**src/rtl/mem_arbiter.sv**
```systemverilog
`default_nettype none
// ============================================================================
// Module   : mem_arbiter
// Purpose  : Shares one SRAM-like bus between the instruction-fetch port and
//            the data port. One transaction in flight at a time; responses of
//            flushed fetches are absorbed.
// Options  : MEM_ARB_RR_EN - round-robin on simultaneous requests
//            (default: data port always wins).
// Revision : 1.0 - initial release
// ============================================================================
module mem_arbiter #(
  parameter int AW = 32,
  parameter int DW = 32
) (
  input  logic          clk,
  input  logic          resetn,
  // fetch port
  input  logic          i_req,
  input  logic [AW-1:0] i_addr,
  input  logic          i_flush,
  output logic          i_addr_ok,
  output logic          i_data_ok,
  output logic [DW-1:0] i_rdata,
  // data port
  input  logic          d_req,
  input  logic          d_wr,
  input  logic [1:0]    d_size,
  input  logic [AW-1:0] d_addr,
  input  logic [DW-1:0] d_wdata,
  output logic          d_addr_ok,
  output logic          d_data_ok,
  output logic [DW-1:0] d_rdata,
  // memory bus
  output logic          bus_req,
  output logic          bus_wr,
  output logic [1:0]    bus_size,
  output logic [AW-1:0] bus_addr,
  output logic [DW-1:0] bus_wdata,
  input  logic          bus_addr_ok,
  input  logic          bus_data_ok,
  input  logic [DW-1:0] bus_rdata
);

  typedef enum logic [1:0] {
    S_IDLE = 2'd0,
    S_ADDR = 2'd1,
    S_DATA = 2'd2
  } state_t;

  state_t        state;
  logic          owner_d;   // 1 = data port owns the transaction
  logic          drop;      // in-flight fetch was flushed; absorb response
  logic          wr_q;
  logic [1:0]    size_q;
  logic [AW-1:0] addr_q;
  logic [DW-1:0] wdata_q;

  logic i_elig;
  logic grant_d;
  logic grant_i;
  logic in_idle;

  // A fetch raised together with a flush is not eligible for a grant
  assign i_elig = i_req & ~i_flush;

`ifdef MEM_ARB_RR_EN
  logic last_d;  // owner of the most recent grant (1 = data)

  // On a tie, the port that did not win last time goes first
  assign grant_d = d_req & ~(i_elig & last_d);
`else
  assign grant_d = d_req;
`endif
  assign grant_i = i_elig & ~grant_d;

  // Gate with resetn so no acceptance is signalled while reset is held
  assign in_idle   = (state == S_IDLE) & resetn;
  assign i_addr_ok = in_idle & grant_i;
  assign d_addr_ok = in_idle & grant_d;

  // Completion pulses: a flush arriving with the response also suppresses it
  assign i_data_ok = (state == S_DATA) & bus_data_ok & ~owner_d & ~drop & ~i_flush;
  assign d_data_ok = (state == S_DATA) & bus_data_ok & owner_d;

  assign i_rdata = bus_rdata;
  assign d_rdata = bus_rdata;

  assign bus_req   = (state == S_ADDR);
  assign bus_wr    = wr_q;
  assign bus_size  = size_q;
  assign bus_addr  = addr_q;
  assign bus_wdata = wdata_q;

  // Transaction FSM: grant, hold the address phase, wait for the response
  always_ff @(posedge clk or negedge resetn) begin
    if (!resetn) begin
      state   <= S_IDLE;
      owner_d <= 1'b0;
      drop    <= 1'b0;
      wr_q    <= 1'b0;
      size_q  <= 2'd0;
      addr_q  <= '0;
      wdata_q <= '0;
`ifdef MEM_ARB_RR_EN
      last_d  <= 1'b0;
`endif
    end else begin
      case (state)
        S_IDLE: begin
          if (grant_d) begin
            state   <= S_ADDR;
            owner_d <= 1'b1;
            drop    <= 1'b0;
            wr_q    <= d_wr;
            size_q  <= d_size;
            addr_q  <= d_addr;
            wdata_q <= d_wdata;
`ifdef MEM_ARB_RR_EN
            last_d  <= 1'b1;
`endif
          end else if (grant_i) begin
            state   <= S_ADDR;
            owner_d <= 1'b0;
            drop    <= 1'b0;
            wr_q    <= 1'b0;
            size_q  <= 2'd2;
            addr_q  <= i_addr;
            wdata_q <= '0;
`ifdef MEM_ARB_RR_EN
            last_d  <= 1'b0;
`endif
          end
        end
        S_ADDR: begin
          if (i_flush && !owner_d) drop <= 1'b1;
          if (bus_addr_ok) state <= S_DATA;
        end
        S_DATA: begin
          if (bus_data_ok) begin
            state <= S_IDLE;
            drop  <= 1'b0;
          end else if (i_flush && !owner_d) begin
            drop <= 1'b1;
          end
        end
        default: state <= S_IDLE;
      endcase
    end
  end

endmodule
`default_nettype wire

```
**config.mk**
```make
export PLATFORM = sky130hd
export DESIGN_NAME = mem_arbiter
export DESIGN_NICKNAME = d
export VERILOG_FILES = /design/src/rtl/mem_arbiter.sv
export SDC_FILE = /design/constraint.sdc
export NUM_CORES = 1
export LEC_CHECK = 0
export ABC_CLOCK_PERIOD_IN_PS = 4300
export BUFFER_PORTS_ARGS = -buffer_cell sky130_fd_sc_hd__buf_2
export CAP_MARGIN = 20
export CORE_AREA = 2 2 107 109
export CTS_BUF_LIST = sky130_fd_sc_hd__clkbuf_2 sky130_fd_sc_hd__clkbuf_4 sky130_fd_sc_hd__clkbuf_8
export DETAILED_ROUTE_END_ITERATION = 10
export DIE_AREA = 0 0 109 111
export GPL_TIMING_DRIVEN = 0
export PLACE_DENSITY = 0.71
export SETUP_SLACK_MARGIN = 0.15
export SYNTH_ARGS = -nofsm -noshare
export SYNTH_HDL_FRONTEND = slang
export SYNTH_SLANG_ARGS = --single-unit
```
**constraint.sdc**
```tcl
create_clock -name clk -period 4.3 [get_ports clk]
set_input_delay 0.215 -clock clk [delete_from_list [all_inputs] [get_ports clk]]
set_output_delay 0.215 -clock clk [all_outputs]
set_load 0.02 [all_outputs]
```
# ---- Word-level counts from Yosys, hierarchy flattened
# Cells that the tools add are included.
dict set report classes {
  eq_ne 5
  muxes 18
  n_bitwise 14
  n_reduce_logical 8
}
# op count
set op_table {}
lappend op_table {{32-bit 2-to-1 mux} 4}
lappend op_table {{2-bit 2-to-1 mux} 6}
lappend op_table {{1-bit AND} 10}
lappend op_table {{1-bit 2-to-1 mux} 6}
lappend op_table {{2-bit one-hot mux with 3 select lines} 1}
lappend op_table {{1-bit inverter} 4}
lappend op_table {{2-bit AND reduction} 2}
lappend op_table {{3-bit inequality test, second input constant} 1}
lappend op_table {{1-bit one-hot mux with 3 select lines} 1}
lappend op_table {{3-bit AND reduction} 1}
lappend op_table {{3-bit nonzero test} 1}
lappend op_table {{2-bit by 1-bit equality test with 1-bit output, second input constant} 1}
lappend op_table {{2-bit equality test, second input constant} 1}
lappend op_table {{2-bit zero test} 1}
lappend op_table {{2-bit by 1-bit inequality test with 1-bit output, second input constant} 1}
lappend op_table {{2-bit inequality test, second input constant} 1}
lappend op_table {{2-bit nonzero test} 1}
lappend op_table {{1-bit logical AND} 1}
lappend op_table {{1-bit zero test} 1}
dict set report word_totals {
  regBits 71
  input_bits 138
  out_inout_bits 136
  wordCells 52
}

# ---- Depth between registers and ports, before layout
# Gate-level depths: netlist (run 1).
dict set report logic_depth {
  word_depth 6
  depth_mapped 6
  mapped_depth_nobuf 5
}

# ---- Worst setup path after synthesis (run 1)
# Ideal clock, no wire load.
dict set report synth_path {
  kind {register to register}
  start {reg state[0]}
  end {reg state[0]}
  setup_ns 0.125
  arrival_time_ns 1.511
  t_required_ns 4.175
  slack_ns 2.665
  path_stages_with_launch 7
  path_buffers 1
  synth_period_minus_slack_ns 1.635
  cell_sequence {dfrtp_1 > inv_1 > ha_1 > buf_2 > nor2b_4 > a211oi_1 > mux2_2}
}
dict set report synth_via {
  elab_chain_cells 3
  elab_cells_between_ends 8
}
# item line_no
set synth_lines {}
lappend synth_lines {{from (decl)} 50} ;# state_t state;
lappend synth_lines {{from (signal assigned)} 97} ;# state <= S_IDLE;
lappend synth_lines {{from (signal assigned)} 111} ;# state <= S_ADDR;
lappend synth_lines {{from (signal assigned)} 122} ;# state <= S_ADDR;
lappend synth_lines {{2-bit equality test (tied with other cells)} 108} ;# case (state)
lappend synth_lines {{2-bit inequality test (no line) (tied with other cells)} n/a}
lappend synth_lines {{3-bit AND reduction (no line)} n/a}
# Parallel ways exist; a longest one is shown, timed or not.
# A chain may end at the register's enable or synchronous reset.

# ---- Worst setup path after layout (run 1)
dict set report layout_path {
  start {reg state[0]}
  end {out i_addr_ok}
}
dict set report layout_via {
  elab_chain_cells 3
}
# item line_no
set layout_lines {}
lappend layout_lines {{2-bit zero test} 77} ;# assign in_idle = (state == S_IDLE) & resetn;
lappend layout_lines {{1-bit AND} 77}
lappend layout_lines {{1-bit AND} 78} ;# assign i_addr_ok = in_idle & grant_i;
lappend layout_lines {{to (decl)} 21} ;# output logic i_addr_ok,
# Every way passes these cells.

==> results of run 1 <==
==> cells in the mapped netlist <==
cell        n
ha_1        5
buf_2       2
clkbuf_1    3
a211oi_1    2
nor4b_1     1
o21a_1      1
nand3b_1    1
and3_1      1
nor4_1      1
nor2b_4     1
buf_1       1
nand3_1    34
nand2b_4    1
inv_2       1
a21oi_1     1
dfrtp_1    71
a21boi_4    1
buf_4      70
o21ai_1     6
nor2_1      2
inv_1      37
nand2_1     3
nor2b_1     2
a2bb2oi_1   2
nor3_1      1
buf_6       7
mux2_2     66
o21ai_0    29
==> layout make-up <==
type,instances,area (um2)
clock buffers,11,145
multi-input cells,161,1310
repair buffers,240,1200
flip-flops and latches,71,1780
fillers,1022,5640
plain buffers,83,629
well taps,143,179
clock inverters,5,56.3
inverters,38,143
==> cells in the final DEF (no fill, tap or decap), types with 2 or more instances in the layout <==
| cell | n |
|---|---|
| o21ai_1 | 6 |
| clkinv_2 | 2 |
| clkbuf_1 | 3 |
| o21ai_0 | 29 |
| nand3_1 | 34 |
| buf_6 | 7 |
| buf_4 | 71 |
| ha_1 | 5 |
| buf_2 | 241 |
| mux2_2 | 66 |
| nor2_1 | 2 |
| a211oi_1 | 2 |
| a2bb2oi_1 | 2 |
| dfrtp_1 | 71 |
| nor2b_1 | 2 |
| nand2_1 | 3 |
| inv_1 | 37 |
| clkbuf_8 | 10 |
==> power breakdown <==
part	internal (mW)	switching, mW
Clock	0.291	0.253
Combinational	0.676	0.981
Sequential	0.991	0.168
Total	1.96	1.40
==> worst max path at each step <==
stage                            to  slack [ns]  depth (start not counted)
6_report                  i_addr_ok        2.24                          6
5_1_grt                   i_addr_ok        2.09                          6
4_1_cts                   i_addr_ok        2.20                          6
3_5_place_dp   state[0]$_DFFE_PN0P_        2.40                          6
3_3_place_gp              i_addr_ok        1.98                          4
2_1_floorplan  state[0]$_DFFE_PN0P_        2.66                          6
==> worst max-delay path: stages, from the launching register on <==
cell	delay, ns
dfrtp_1	0.43
inv_1	0.13
ha_1	0.17
buf_2	0.22
nand2_1	0.09
nor3_1	0.26
buf_2	0.21
==> per-layer routing <==
| metal | global-route usage (%) | wire [um] |
|---|---|---|
| met5 | 0 | 0 |
| met4 | 3.68 | 70 |
| met3 | 4.88 | 903 |
| met2 | 30.5 | 5370 |
| met1 | 18.2 | 3980 |
==> metrics by stage <==
step | setup slack (ns) | utilization, % | hold slack, ns | area, um2
after detailed placement | 2.40 | 47.3 | 0.404 | 5240
after global placement | 1.98 | 47.3 | 0.450 | 5240
final | 2.24 | 49.1 | -0.0246 | 5440
after floorplan | 2.66 | - | -0.0806 | 3860
after CTS | 2.20 | 49.1 | 0.0253 | 5440
after global routing | 2.09 | 49.1 | 0.0662 | 5440
==> registers in the layout, indices dropped and copies added, names as in the netlist <==
name and cells:
bus_addr 32, bus_size 2, bus_wdata 32, bus_wr 1
drop 1, owner_d 1, state 2
==> kinds of logic (layout without fill, tap and decap cells) <==
kind of cell             Yosys count  after routing  synth area share, %
AND/OR/NAND/NOR                   48             48                 6.81
buffers and inverters            121            377                 20.0
flip-flops                        71             71                 46.1
adder cells (fa/ha/maj)            5              5                 1.62
multiplexers                      66             66                 19.3
AO/OA/AOI/OAI                     42             42                 6.20
==> results.json, run 1 <==
{
  "crit_path_end_kind": "output pin",
  "first_iter_violations": 135,
  "setup_viol": 0,
  "ys_warn_count": 0,
  "drtPass1Iterations": 4,
  "drc_errors": 0,
  "grt_pass1_wl_um": 15600,
  "globalRoute.totalOverflow": 0,
  "antenna_found_initial": 0,
  "yosys-top-cells-area": "dfrtp_1 46%, mux2_2 19%, buf_4 14%",
  "num_io_pins": 274,
  "clock_latency_ns": 0.33,
  "post_cts_buffers": 0,
  "io_buffer_count": 240,
  "hold_path.class": "input pin to async pin",
  "die_area_mm2": 0.0121,
  "finalCritPeriodShare_pct": 47.9,
  "violations": "hold timing",
  "synth_top_area_share_pct": 46.1,
  "r2r-end": "state[0]$_DFFE_PN0P_",
  "groute.usage.overall_pct": 16.5,
  "start_util_pct": 34.8,
  "cts_max_level": 3,
  "die_w_um": 109,
  "syn_area_per_cell_um2": 10.9,
  "area_delta_synth_final_pct": 41.1,
  "cts_buffer_depth": 2,
  "final_nets": 747,
  "crit_type": "flop to output pin",
  "crit_required_ns": 4.09,
  "ff2ff_setup_slack_ns": 2.38,
  "arrival_ns": 1.84,
  "cts_made_buffers": 9,
  "synth_top_area_cell": "dfrtp_1",
  "routed_wl_um": 10300,
  "p_total_mw": 3.36,
  "startpoint_type": "flop",
  "worst_r2r_path_depth": 6,
  "cts_tree": "built",
  "worstMarginPinSlew_ns": 0.923,
  "syn_inst": 353,
  "drv_cap": 0,
  "cts_hold_buf": 0,
  "clkTransAtPathRegs_ns": 0.08,
  "p_leak_nw": 2.91,
  "via_per_inst": 4.45,
  "antenna_cells": 0,
  "place_inst": 736,
  "skew_ns": 0.0119,
  "grt_pass1_vias": 3361,
  "wl_per_cell_um": 13.7,
  "gp_congestion": 0.815,
  "grt_max_degree": 73,
  "slew_headroom_pct": 38.4,
  "clock_sinks": 71,
  "worst-path-max-fanout": 10,
  "vias": 3345,
  "final_cells": 752,
  "fp-row-count": 39,
  "power.density_mw_per_mm2": 618,
  "period_needed_ns": 2.06,
  "timing.rr.start": "state[0]$_DFFE_PN0P_",
  "ys_ff_latch": 71,
  "fin_hold_ws_ns": -0.0246,
  "syn_area_mm2": 0.00386,
  "syn_nets": 496,
  "slew_viol_final": 0,
  "cts_resized": 0,
  "ant_nets": 0,
  "synthDistinctLibCells": 28,
  "rsz0062_at_grt": "false",
  "cts_root_buf": "clkbuf_8",
  "peakVddDrop_uv": 314,
  "fin_setup_tns_ns": 0,
  "core_mm2": 0.0111,
  "status": "complete, but fails checks",
  "fmax_mhz": 485,
  "fp.dieH_um": 111,
  "synth-seq-area-share_pct": 46.1,
  "crit_start": "state[0]$_DFFE_PN0P_",
  "finalHoldViolCount": 12,
  "dp_hpwl_um": 8160,
  "drive_gt1_share_pct": 66.5
}
No activity file was read; power rests on OpenSTA's default activity.
==> inputs of run 2 (changes only) <==
==> config.mk (replaced) <==
export PLATFORM = sky130hd
export DESIGN_NAME = mem_arbiter
export DESIGN_NICKNAME = d
export VERILOG_FILES = /design/src/rtl/mem_arbiter.sv
export SDC_FILE = /design/constraint.sdc
export NUM_CORES = 1
export LEC_CHECK = 0
export ABC_CLOCK_PERIOD_IN_PS = 1800
export BUFFER_PORTS_ARGS = -buffer_cell sky130_fd_sc_hd__buf_2
export CAP_MARGIN = 20
export CORE_AREA = 2 2 120 93
export CTS_BUF_LIST = sky130_fd_sc_hd__clkbuf_2 sky130_fd_sc_hd__clkbuf_4 sky130_fd_sc_hd__clkbuf_8
export DETAILED_ROUTE_END_ITERATION = 10
export DIE_AREA = 0 0 122 95
export GPL_TIMING_DRIVEN = 0
export PLACE_DENSITY = 0.77
export SETUP_SLACK_MARGIN = 0.15
export SYNTH_ARGS = -nofsm -noshare
export SYNTH_HDL_FRONTEND = slang
export SYNTH_SLANG_ARGS = --single-unit
==> constraint.sdc (replaced) <==
create_clock -name clk -period 1.8 [get_ports clk]
set_input_delay 0.09 -clock clk [delete_from_list [all_inputs] [get_ports clk]]
set_output_delay 0.09 -clock clk [all_outputs]
set_load 0.02 [all_outputs]
==> run 2 against run 1 <==
Effect of this change:
- the flow still finishes with violations (hold timing)
- design area up 11%
- critical path type unchanged
- non-clock buffer count up 43
- critical endpoint is now i_data_ok
- clock skew is 0.0040 ns lower
- sequential share of layout area shrank 3.2 points
- highest routed layer unchanged
- clock power increased to 2.8 times the previous value
==> results.json, run 2 (synthesis gave the netlist of run 1 again) <==
{
  "groute.usage.overall_pct": 18.2,
  "globalRoute.totalOverflow": 0,
  "place_inst": 733,
  "arrival_ns": 1.59,
  "start_util_pct": 36.6,
  "ff2ff_setup_slack_ns": 0.20,
  "final_cells": 792,
  "crit_start": "state[0]$_DFFE_PN0P_",
  "timing.rr.start": "state[0]$_DFFE_PN0P_",
  "grt_max_degree": 73,
  "period_needed_ns": 1.68,
  "clock_latency_ns": 0.35,
  "grt_pass1_vias": 3494,
  "pre_cts_slack_ns": -0.0360,
  "ant_nets": 0,
  "vias": 3576,
  "crit_required_ns": 1.71,
  "antenna_cells": 0,
  "clkTransAtPathRegs_ns": 0.07,
  "rsz0062_at_grt": "true",
  "slew_viol_final": 0,
  "fp-row-count": 33,
  "drc_errors": 0,
  "crit_type": "flop to output pin",
  "die_w_um": 122,
  "clock_sinks": 71,
  "cts_made_buffers": 9,
  "status": "complete, but fails checks",
  "num_io_pins": 274,
  "drv_cap": 0,
  "crit_path_end_kind": "output pin",
  "cts_max_level": 3,
  "routed_wl_um": 11200,
  "core_mm2": 0.0105,
  "power.density_mw_per_mm2": 1470,
  "hold_path.class": "input pin to async pin",
  "p_leak_nw": 3.17,
  "gp_congestion": 0.816,
  "peakVddDrop_uv": 727,
  "setup_viol": 0,
  "finalCritPeriodShare_pct": 93.3,
  "drive_gt1_share_pct": 66.4,
  "worst_r2r_path_depth": 6,
  "final_common_cell": "buf_2",
  "cts_hold_buf": 30,
  "violations": "hold timing",
  "setup.worst_path.end": "i_data_ok",
  "io_buffer_count": 240,
  "cts_root_buf": "clkbuf_8",
  "worst_slack_ns": 0.121,
  "fin_hold_ws_ns": -0.120,
  "fmax_mhz": 596,
  "skew_ns": 0.00793,
  "finalHoldViolCount": 71,
  "antenna_found_initial": 0,
  "worst-path-max-fanout": 3,
  "slew_headroom_pct": 38.4,
  "cts_buffer_depth": 2,
  "die_area_mm2": 0.0116,
  "area_delta_synth_final_pct": 56.6,
  "final_cell_mix": "237 x buf_2, 83 x buf_4, 71 x dfrtp_1",
  "num-fill-cells": 909,
  "first_iter_violations": 88,
  "final_nets": 790,
  "cts_tree": "built",
  "wl_per_cell_um": 14.1,
  "worstMarginPinSlew_ns": 0.924,
  "via_per_inst": 4.52,
  "drtPass1Iterations": 4,
  "fp.dieH_um": 95,
  "final_util_pct": 57.3,
  "grt_pass1_wl_um": 16300,
  "r2r-end": "state[0]$_DFFE_PN0P_",
  "dp_hpwl_um": 8180,
  "startpoint_type": "flop"
}
==> run 2: cell types whose count changed in the layout (fill, tap and decap cells not counted), sizes merged <==
| cell | change |
|---|---|
| dlygate4sd3 | +30 |
| bufinv | +2 |
| buf | +12 |
| inv | -1 |
==> run 2: timing repair <==
action / CTS / global route
pin swaps: 1 / 8
gates cloned: 0 / 1
setup endpoints to repair: 67 / 69
gates resized for setup: 9 / 22
endpoints found under the hold margin: 101 / 71
buffers inserted: 6 / 7
==> run 2: metrics by stage <==
step | power [mW] | instance area, um2 | setup TNS [ns]
finish | 8.86 | 6040 | 0
global route | 9.43 | 6040 | 0
CTS | 8.63 | 5860 | 0
detailed placement | 6.80 | 5240 | -0.0360
global placement | 6.64 | 5230 | -0.304
floorplan | 5.37 | 3860 | 0
==> run 2: layer usage <==
metal  wire (um)  track usage (%)
met4         255             7.09
met5           0                0
met1        4280             20.7
met3         782             4.47
met2        5860             32.9
==> run 2: worst max-delay path, stage by stage, from the launching register on <==
cell	delay [ns]
dfrtp_1	0.40
inv_2	0.10
buf_6	0.11
ha_4	0.14
nand2_4	0.05
nor4_4	0.26
buf_4	0.18
==> run 2: how the worst min path moves through the flow <==
stage	endpoint	slack, ns	cells after the start
after floorplan	bus_addr[0]$_DFFE_PN0P_	-0.21	0
after global placement	bus_wdata[7]$_DFFE_PN0P_	0.32	3
after detailed placement	bus_addr[16]$_DFFE_PN0P_	0.28	1
after CTS	drop$_DFFE_PN0P_	-0.11	1
after global routing	bus_addr[8]$_DFFE_PN0P_	-0.06	1
final	bus_addr[8]$_DFFE_PN0P_	-0.12	1
==> run 2: report_power, final <==
part,total (mW),internal [mW],switching [mW]
Clock,1.55,0.953,0.593
Sequential,2.78,2.37,0.407
Combinational,4.54,2.05,2.50
==> run 2: area by class of cell <==
cell class | count | area, um2 | share of cell area (%)
clock buffers | 10 | 138 | 2.28
flip-flops and latches | 71 | 1780 | 29.4
repair buffers | 284 | 1660 | 27.5
multi-input cells | 161 | 1390 | 23.0
clock inverters | 6 | 108 | 1.78
inverters | 38 | 143 | 2.36
well taps | 140 | 175 | 2.90
plain buffers | 82 | 643 | 10.7
